[config.mk]
export PLATFORM = sky130hd
export DESIGN_NAME = rv_decode_stage
export DESIGN_NICKNAME = d
export VERILOG_FILES = /design/src/rtl/rv_decode_stage.sv
export SDC_FILE = /design/constraint.sdc
export NUM_CORES = 1
export LEC_CHECK = 0
export CELL_PAD_IN_SITES_DETAIL_PLACEMENT = 1
export CELL_PAD_IN_SITES_GLOBAL_PLACEMENT = 2
export CORE_MARGIN = 1.5
export CORE_UTILIZATION = 25
export DETAILED_ROUTE_END_ITERATION = 16
export GPL_TIMING_DRIVEN = 0
export HOLD_SLACK_MARGIN = 0.02
export PLACE_DENSITY_LB_ADDON = 0.1
export SLEW_MARGIN = 20
export SYNTH_ARGS = -nofsm -noshare
export SYNTH_HDL_FRONTEND = slang
export SYNTH_SLANG_ARGS = --single-unit
[constraint.sdc]
create_clock -name clk -period 1.35 [get_ports clk]
set_input_delay 0.405 -clock clk [delete_from_list [all_inputs] [get_ports clk]]
set_output_delay 0.405 -clock clk [all_outputs]
set_load 0.02 [all_outputs]
[src/rtl/rv_decode_stage.sv]
// RV32I registered decode stage: turns an instruction word into ALU operand
// selects, immediate, ALU op code and control flags behind a valid/ready
// handshake.
module rv_decode_stage #(
   parameter int unsigned XLEN = 32
) (
   input  logic            clk,
   input  logic            rst_n,
   input  logic            in_valid,
   output logic            in_ready,
   input  logic [31:0]     in_instr,
   input  logic [XLEN-1:0] in_pc,
   input  logic            flush,
   output logic            out_valid,
   input  logic            out_ready,
   output logic [XLEN-1:0] out_pc,
   output logic [3:0]      alu_sel,
   output logic            a_sel,
   output logic            b_sel,
   output logic [XLEN-1:0] imm,
   output logic [4:0]      rs1,
   output logic [4:0]      rs2,
   output logic [4:0]      rd,
   output logic [2:0]      funct3,
   output logic            reg_wen,
   output logic            mem_rd,
   output logic            mem_wr,
   output logic            branch,
   output logic            jump,
   output logic            illegal
);

   localparam logic [6:0] OpcOp     = 7'b0110011;
   localparam logic [6:0] OpcOpImm  = 7'b0010011;
   localparam logic [6:0] OpcLoad   = 7'b0000011;
   localparam logic [6:0] OpcStore  = 7'b0100011;
   localparam logic [6:0] OpcBranch = 7'b1100011;
   localparam logic [6:0] OpcLui    = 7'b0110111;
   localparam logic [6:0] OpcAuipc  = 7'b0010111;
   localparam logic [6:0] OpcJal    = 7'b1101111;
   localparam logic [6:0] OpcJalr   = 7'b1100111;

   localparam logic [3:0] AluAdd  = 4'd0;
   localparam logic [3:0] AluSub  = 4'd1;
   localparam logic [3:0] AluAnd  = 4'd2;
   localparam logic [3:0] AluOr   = 4'd3;
   localparam logic [3:0] AluSll  = 4'd4;
   localparam logic [3:0] AluSrl  = 4'd5;
   localparam logic [3:0] AluXor  = 4'd6;
   localparam logic [3:0] AluSlt  = 4'd7;
   localparam logic [3:0] AluSltu = 4'd8;
   localparam logic [3:0] AluSra  = 4'd10;

   typedef struct packed {
      logic [XLEN-1:0] pc;
      logic [3:0]      alu_sel;
      logic            a_sel;
      logic            b_sel;
      logic [XLEN-1:0] imm;
      logic [4:0]      rs1;
      logic [4:0]      rs2;
      logic [4:0]      rd;
      logic [2:0]      funct3;
      logic            reg_wen;
      logic            mem_rd;
      logic            mem_wr;
      logic            branch;
      logic            jump;
      logic            illegal;
   } bundle_t;

   bundle_t dec;
   bundle_t bundle_d, bundle_q;
   logic    out_valid_d, out_valid_q;

   logic [6:0] opcode;
   logic [2:0] f3;
   logic [6:0] f7;
   logic [31:0] imm_i, imm_s, imm_b, imm_u, imm_j, imm_sh;

   // funct3 -> ALU op for register/immediate ALU ops with funct7 = 0
   function automatic logic [3:0] alu_of_f3(input logic [2:0] sel);
      logic [3:0] r;
      unique case (sel)
         3'd0:    r = AluAdd;
         3'd1:    r = AluSll;
         3'd2:    r = AluSlt;
         3'd3:    r = AluSltu;
         3'd4:    r = AluXor;
         3'd5:    r = AluSrl;
         3'd6:    r = AluOr;
         default: r = AluAnd;
      endcase
      return r;
   endfunction

   // Instruction field extraction and immediate formats
   always_comb begin
      opcode = in_instr[6:0];
      f3     = in_instr[14:12];
      f7     = in_instr[31:25];
      imm_i  = {{20{in_instr[31]}}, in_instr[31:20]};
      imm_s  = {{20{in_instr[31]}}, in_instr[31:25], in_instr[11:7]};
      imm_b  = {{19{in_instr[31]}}, in_instr[31], in_instr[7], in_instr[30:25],
                in_instr[11:8], 1'b0};
      imm_u  = {in_instr[31:12], 12'b0};
      imm_j  = {{11{in_instr[31]}}, in_instr[31], in_instr[19:12], in_instr[20],
                in_instr[30:21], 1'b0};
      imm_sh = {27'b0, in_instr[24:20]};
   end

   // Combinational decode of the presented instruction
   always_comb begin
      dec        = '0;
      dec.pc     = in_pc;
      dec.rs1    = in_instr[19:15];
      dec.rs2    = in_instr[24:20];
      dec.rd     = in_instr[11:7];
      dec.funct3 = f3;
      case (opcode)
         OpcOp: begin
            dec.reg_wen = 1'b1;
            if (f7 == 7'h00) begin
               dec.alu_sel = alu_of_f3(f3);
            end else if (f7 == 7'h20 && f3 == 3'd0) begin
               dec.alu_sel = AluSub;
            end else if (f7 == 7'h20 && f3 == 3'd5) begin
               dec.alu_sel = AluSra;
            end else begin
               dec.illegal = 1'b1;
            end
         end
         OpcOpImm: begin
            dec.b_sel   = 1'b1;
            dec.reg_wen = 1'b1;
            dec.alu_sel = alu_of_f3(f3);
            dec.imm     = imm_i;
            if (f3 == 3'd1) begin
               dec.imm = imm_sh;
               if (f7 != 7'h00) dec.illegal = 1'b1;
            end else if (f3 == 3'd5) begin
               dec.imm = imm_sh;
               if (f7 == 7'h20) dec.alu_sel = AluSra;
               else if (f7 != 7'h00) dec.illegal = 1'b1;
            end
         end
         OpcLoad: begin
            dec.b_sel   = 1'b1;
            dec.imm     = imm_i;
            dec.mem_rd  = 1'b1;
            dec.reg_wen = 1'b1;
            // Only lb/lh/lw/lbu/lhu exist in RV32I
            if (f3 == 3'd3 || f3 == 3'd6 || f3 == 3'd7) dec.illegal = 1'b1;
         end
         OpcStore: begin
            dec.b_sel  = 1'b1;
            dec.imm    = imm_s;
            dec.mem_wr = 1'b1;
            dec.rd     = 5'd0;
            if (f3 > 3'd2) dec.illegal = 1'b1;
         end
         OpcBranch: begin
            dec.a_sel  = 1'b1;
            dec.b_sel  = 1'b1;
            dec.imm    = imm_b;
            dec.branch = 1'b1;
            // rd bits carry immediate here, not a destination
            dec.rd     = 5'd0;
            if (f3 == 3'd2 || f3 == 3'd3) dec.illegal = 1'b1;
         end
         OpcLui: begin
            dec.rs1     = 5'd0;
            dec.b_sel   = 1'b1;
            dec.imm     = imm_u;
            dec.reg_wen = 1'b1;
         end
         OpcAuipc: begin
            dec.a_sel   = 1'b1;
            dec.b_sel   = 1'b1;
            dec.imm     = imm_u;
            dec.reg_wen = 1'b1;
         end
         OpcJal: begin
            dec.a_sel   = 1'b1;
            dec.b_sel   = 1'b1;
            dec.imm     = imm_j;
            dec.jump    = 1'b1;
            dec.reg_wen = 1'b1;
         end
         OpcJalr: begin
            dec.b_sel   = 1'b1;
            dec.imm     = imm_i;
            dec.jump    = 1'b1;
            dec.reg_wen = 1'b1;
            if (f3 != 3'd0) dec.illegal = 1'b1;
         end
         default: dec.illegal = 1'b1;
      endcase
      // Illegal bundles carry only pc and raw fields for the exception path
      if (dec.illegal) begin
         dec.alu_sel = AluAdd;
         dec.a_sel   = 1'b0;
         dec.b_sel   = 1'b0;
         dec.imm     = '0;
         dec.reg_wen = 1'b0;
         dec.mem_rd  = 1'b0;
         dec.mem_wr  = 1'b0;
         dec.branch  = 1'b0;
         dec.jump    = 1'b0;
      end
   end

   assign in_ready = ~out_valid_q | out_ready | flush;

   // Output register next state: flush > transfer > consumed > hold
   always_comb begin
      bundle_d    = bundle_q;
      out_valid_d = out_valid_q;
      if (flush) begin
         out_valid_d = 1'b0;
      end else if (in_valid && in_ready) begin
         bundle_d    = dec;
         out_valid_d = 1'b1;
      end else if (out_valid_q && out_ready) begin
         out_valid_d = 1'b0;
      end
   end

   // Output register
   always_ff @(posedge clk or negedge rst_n) begin
      if (!rst_n) begin
         bundle_q    <= '0;
         out_valid_q <= 1'b0;
      end else begin
         bundle_q    <= bundle_d;
         out_valid_q <= out_valid_d;
      end
   end

   assign out_valid = out_valid_q;
   assign out_pc    = bundle_q.pc;
   assign alu_sel   = bundle_q.alu_sel;
   assign a_sel     = bundle_q.a_sel;
   assign b_sel     = bundle_q.b_sel;
   assign imm       = bundle_q.imm;
   assign rs1       = bundle_q.rs1;
   assign rs2       = bundle_q.rs2;
   assign rd        = bundle_q.rd;
   assign funct3    = bundle_q.funct3;
   assign reg_wen   = bundle_q.reg_wen;
   assign mem_rd    = bundle_q.mem_rd;
   assign mem_wr    = bundle_q.mem_wr;
   assign branch    = bundle_q.branch;
   assign jump      = bundle_q.jump;
   assign illegal   = bundle_q.illegal;

endmodule

==> flow_summary.toml <==
[sta]
maxSlewViolCount = 0
clock_skew_ns = 0.00722
slew_headroom_pct = 65.3
setup_viol = 86
hold_violations = 0
fin_setup_tns_ns = -17.27
rsz0062_at_grt = "yes"
hold_ws_ns = 0.294
period_share_pct = 130
layout_setup_ws_ns = -0.400
fmax_ghz = 0.572
period_minus_slack_ns = 1.75
tightest_slew_ns = 0.521

[place]
gp_congestion = 0.773
portBuffers = 163
placed_cell_area_sq_um = 6580
dp_slack_ns = -1.44
place_hpwl_um = 11200

[job]
maxCapViolations = 0

[setup_path]
worstSetupPathType = "in -> reg"
cp-end-kind = "flop"
max_stage_delay_ns = 0.25
crit_chain = "buf_8, nor4_4, buf_4, a211oi_4, buf_4, nor3_4, nand4b_4, buf_12, buf_12, buf_12, o21ai_2"
crit_buf_inv = 6
r2r-end = "a_sel"
rrSetupSlack_ns = -0.33
cp.arrival_ns = 2.03
cp_common_cell = "buf_12"
crit_family = "buffers and inverters"
start_kind = "input port"
worstReg2RegStart = "out_valid"
worstPathMaxFanout = 5
rr_worst_depth = 8
required_ns = 1.63
cpMaxStageDelayCell = "nor4_4"

[final_layout]
drive_gt1_share_pct = 54.9
diodes = 0
fillers = 1967
syn2layout_area_growth_pct = 72.1
design_area_sq_um = 7810
fin_nets = 723

[die]
dieArea_sq_um = 19000
core_sq_um = 17900
die_w_um = 138
initial_utilization_pct = 25.4
ios = 165
die_h_um = 138
core.rowCount = 49

[clocking]
worstSkewPairLatency_ns = 0.34
cts_buffer_depth = 2
tritoncts = "yes"
htree_levels = 3
cts_buffers = 9
clock_sinks = 95
clkTransAtPathRegs_ns = 0.07
cts_root_buffer = "clkbuf_16"

[min_path]
hold_path.class = "in -> reg"
hold_path_end = "imm[26]"
hp-start = "in_instr[26]"
holdPathStages = 3

[detailed_routing]
drc = 0
drt_pass1_iterations = 4
wl_per_cell_um = 19.1
ant_nets = 0
drt_iter0_drc = 102
routed_wl_um = 16900
vias_per_cell = 4.72
vias = 4192

[yosys]
syn-cell-area_sq_um = 4540
ys_ff_latch = 95
synth_compound_area_share_pct = 19.6
synth-adder-area-share_pct = 0
synth_area_per_cell_sq_um = 11.2
ys_async_sr_fraction_pct = 100
synth_fp_nets = 476
synth-xor-area-share_pct = 0.193
yosysUniqueCellTypes = 55
syn_inst = 407
ys.flop_type = "dfrtp_1"
synth_top_family_by_area = "compound AO/OA/AOI/OAI gates"
synth.area.mux_share_pct = 10.1
ys_warn_count = 0
synthSimpleGateAreaFrac_pct = 13.3
seq_area_frac_synth_pct = 52.4
synth-edff-count = 0

[global_routing]
grt_pass1_wl_um = 24900
grt_max_degree = 72
grt.total_usage_pct = 17.6
grt.overflow.total = 0
grt_pass1_vias = 4326
antenna_found_initial = 0

[run_status]
status = "finished, violations left"
violations = "negative setup slack"

[power]
ir_drop_mv = 0.504
leakagePower_nw = 3.55
powerDensity_nw_per_um2 = 1040
## cell families after synthesis
logic type,Yosys count
buf+inv,36
simple gates,117
flops,95
compound gates,117
mux,41
xor+xnor,1
## what timing repair did
item                                   4_1_cts  5_1_grt
setup endpoints to repair                  190       88
cloned                                       9        3
gates resized for setup                    550       61
pin swaps                                   27       29
endpoints found under the hold margin       24        0
hold buffers                                 1        0
buffers inserted                            52       12
## per-stage QoR
stage	power, mW	cells	utilization, %
after floorplan	4.12	407	-
after global placement	5.07	799	36.6
after detailed placement	5.12	800	36.7
after CTS	8.15	876	42.4
after global routing	8.54	888	43.6
final	8.14	888	43.6
## cells in the mapped netlist, drive strengths merged, types with 2 or more instances
library cell | count | area, sq um
o211ai | 3 | 22.5
nand3 | 9 | 45.0
and2 | 2 | 12.5
nand2b | 5 | 31.3
nor3b | 3 | 38.8
buf | 17 | 128
a21oi | 7 | 35.0
a2bb2oi | 9 | 78.8
nand2 | 62 | 233
mux2 | 40 | 450
a22o | 5 | 43.8
o21ai | 59 | 449
nor2b | 6 | 37.5
a31oi | 4 | 25.0
dfrtp | 95 | 2380
a21boi | 2 | 15.0
nor4 | 3 | 33.8
and3b | 2 | 17.5
nor2 | 11 | 41.3
inv | 5 | 18.8
nor3 | 3 | 20.0
nand4 | 3 | 18.8
a211oi | 2 | 15.0
a2111oi | 2 | 18.8
clkbuf | 14 | 52.6
a22oi | 15 | 113
## worst max path at each step
stage	from	end	slack, ns	cells after the start
after floorplan	in_instr[2]	imm[21]	-0.45	8
after global placement	rst_n	out_valid	-4.25	1
after detailed placement	in_instr[5]	imm[19]	-1.44	7
after CTS	in_instr[28]	imm[31]	-0.46	10
after global routing	in_instr[25]	a_sel	-0.48	11
final	in_instr[25]	a_sel	-0.40	11
## layout by cell type (no fill, tap or decap), drive strengths merged, types with 2 or more instances in the layout
master,netlist,final
buf,17,193
dfrtp,95,95
nand2,62,63
o21ai,59,59
clkdlybuf4s50,0,47
mux2,40,40
clkbuf,14,29
a22oi,15,15
nor2,11,11
a2bb2oi,9,9
nand3,9,9
inv,5,7
a21oi,7,7
nor2b,6,6
a22o,5,5
nand2b,5,5
a31oi,4,4
o211ai,3,3
nand4,3,3
bufinv,0,3
dlygate4sd2,0,3
nor4,3,3
nor3b,3,3
clkdlybuf4s15,0,3
nor3,3,3
and2,2,2
a21boi,2,2
a2111oi,2,2
and3b,2,2
a211oi,2,2
## final cells by class
class / count / area, sq um / share of cell area, %
Buffer: 29 / 427 / 5.46
Clock buffer: 10 / 229 / 2.93
Clock inverter: 6 / 115 / 1.47
Inverter: 5 / 18.8 / 0.240
Multi-Input combinational cell: 277 / 2360 / 30.3
Sequential cell: 95 / 2380 / 30.4
Tap cell: 229 / 287 / 3.67
Timing Repair Buffer: 237 / 1990 / 25.5
## where the power goes
group	internal (mW)	total [mW]	switching [mW]	leakage [nW]
registers	3.11	3.23	0.123	1.21
logic	0.936	1.95	1.01	2.17
clock network	1.83	2.96	1.14	0.164
## sequential cells by signal, indices dropped and copies added (netlist names)
signal     count
rd             5
rs1            5
reg_wen        1
mem_wr         1
funct3         3
branch         1
a_sel          1
rs2            5
mem_rd         1
alu_sel        4
illegal        1
imm           32
b_sel          1
out_pc        32
out_valid      1
jump           1
## worst min-delay path, stage by stage
cell     delay (ns)
buf_6          0.09
a22oi_2        0.06
o21ai_2        0.05
## metal layers
| metal | wire length, um | GRT usage (%) | share of wire, % |
|---|---|---|---|
| met4 | 256 | 4.40 | 1.5 |
| met2 | 8570 | 30.8 | 51 |
| met1 | 7280 | 22.4 | 43 |
| met3 | 829 | 3.13 | 4.9 |
| met5 | 0 | 0 | 0 |
No activity file was read; power rests on OpenSTA's default activity.
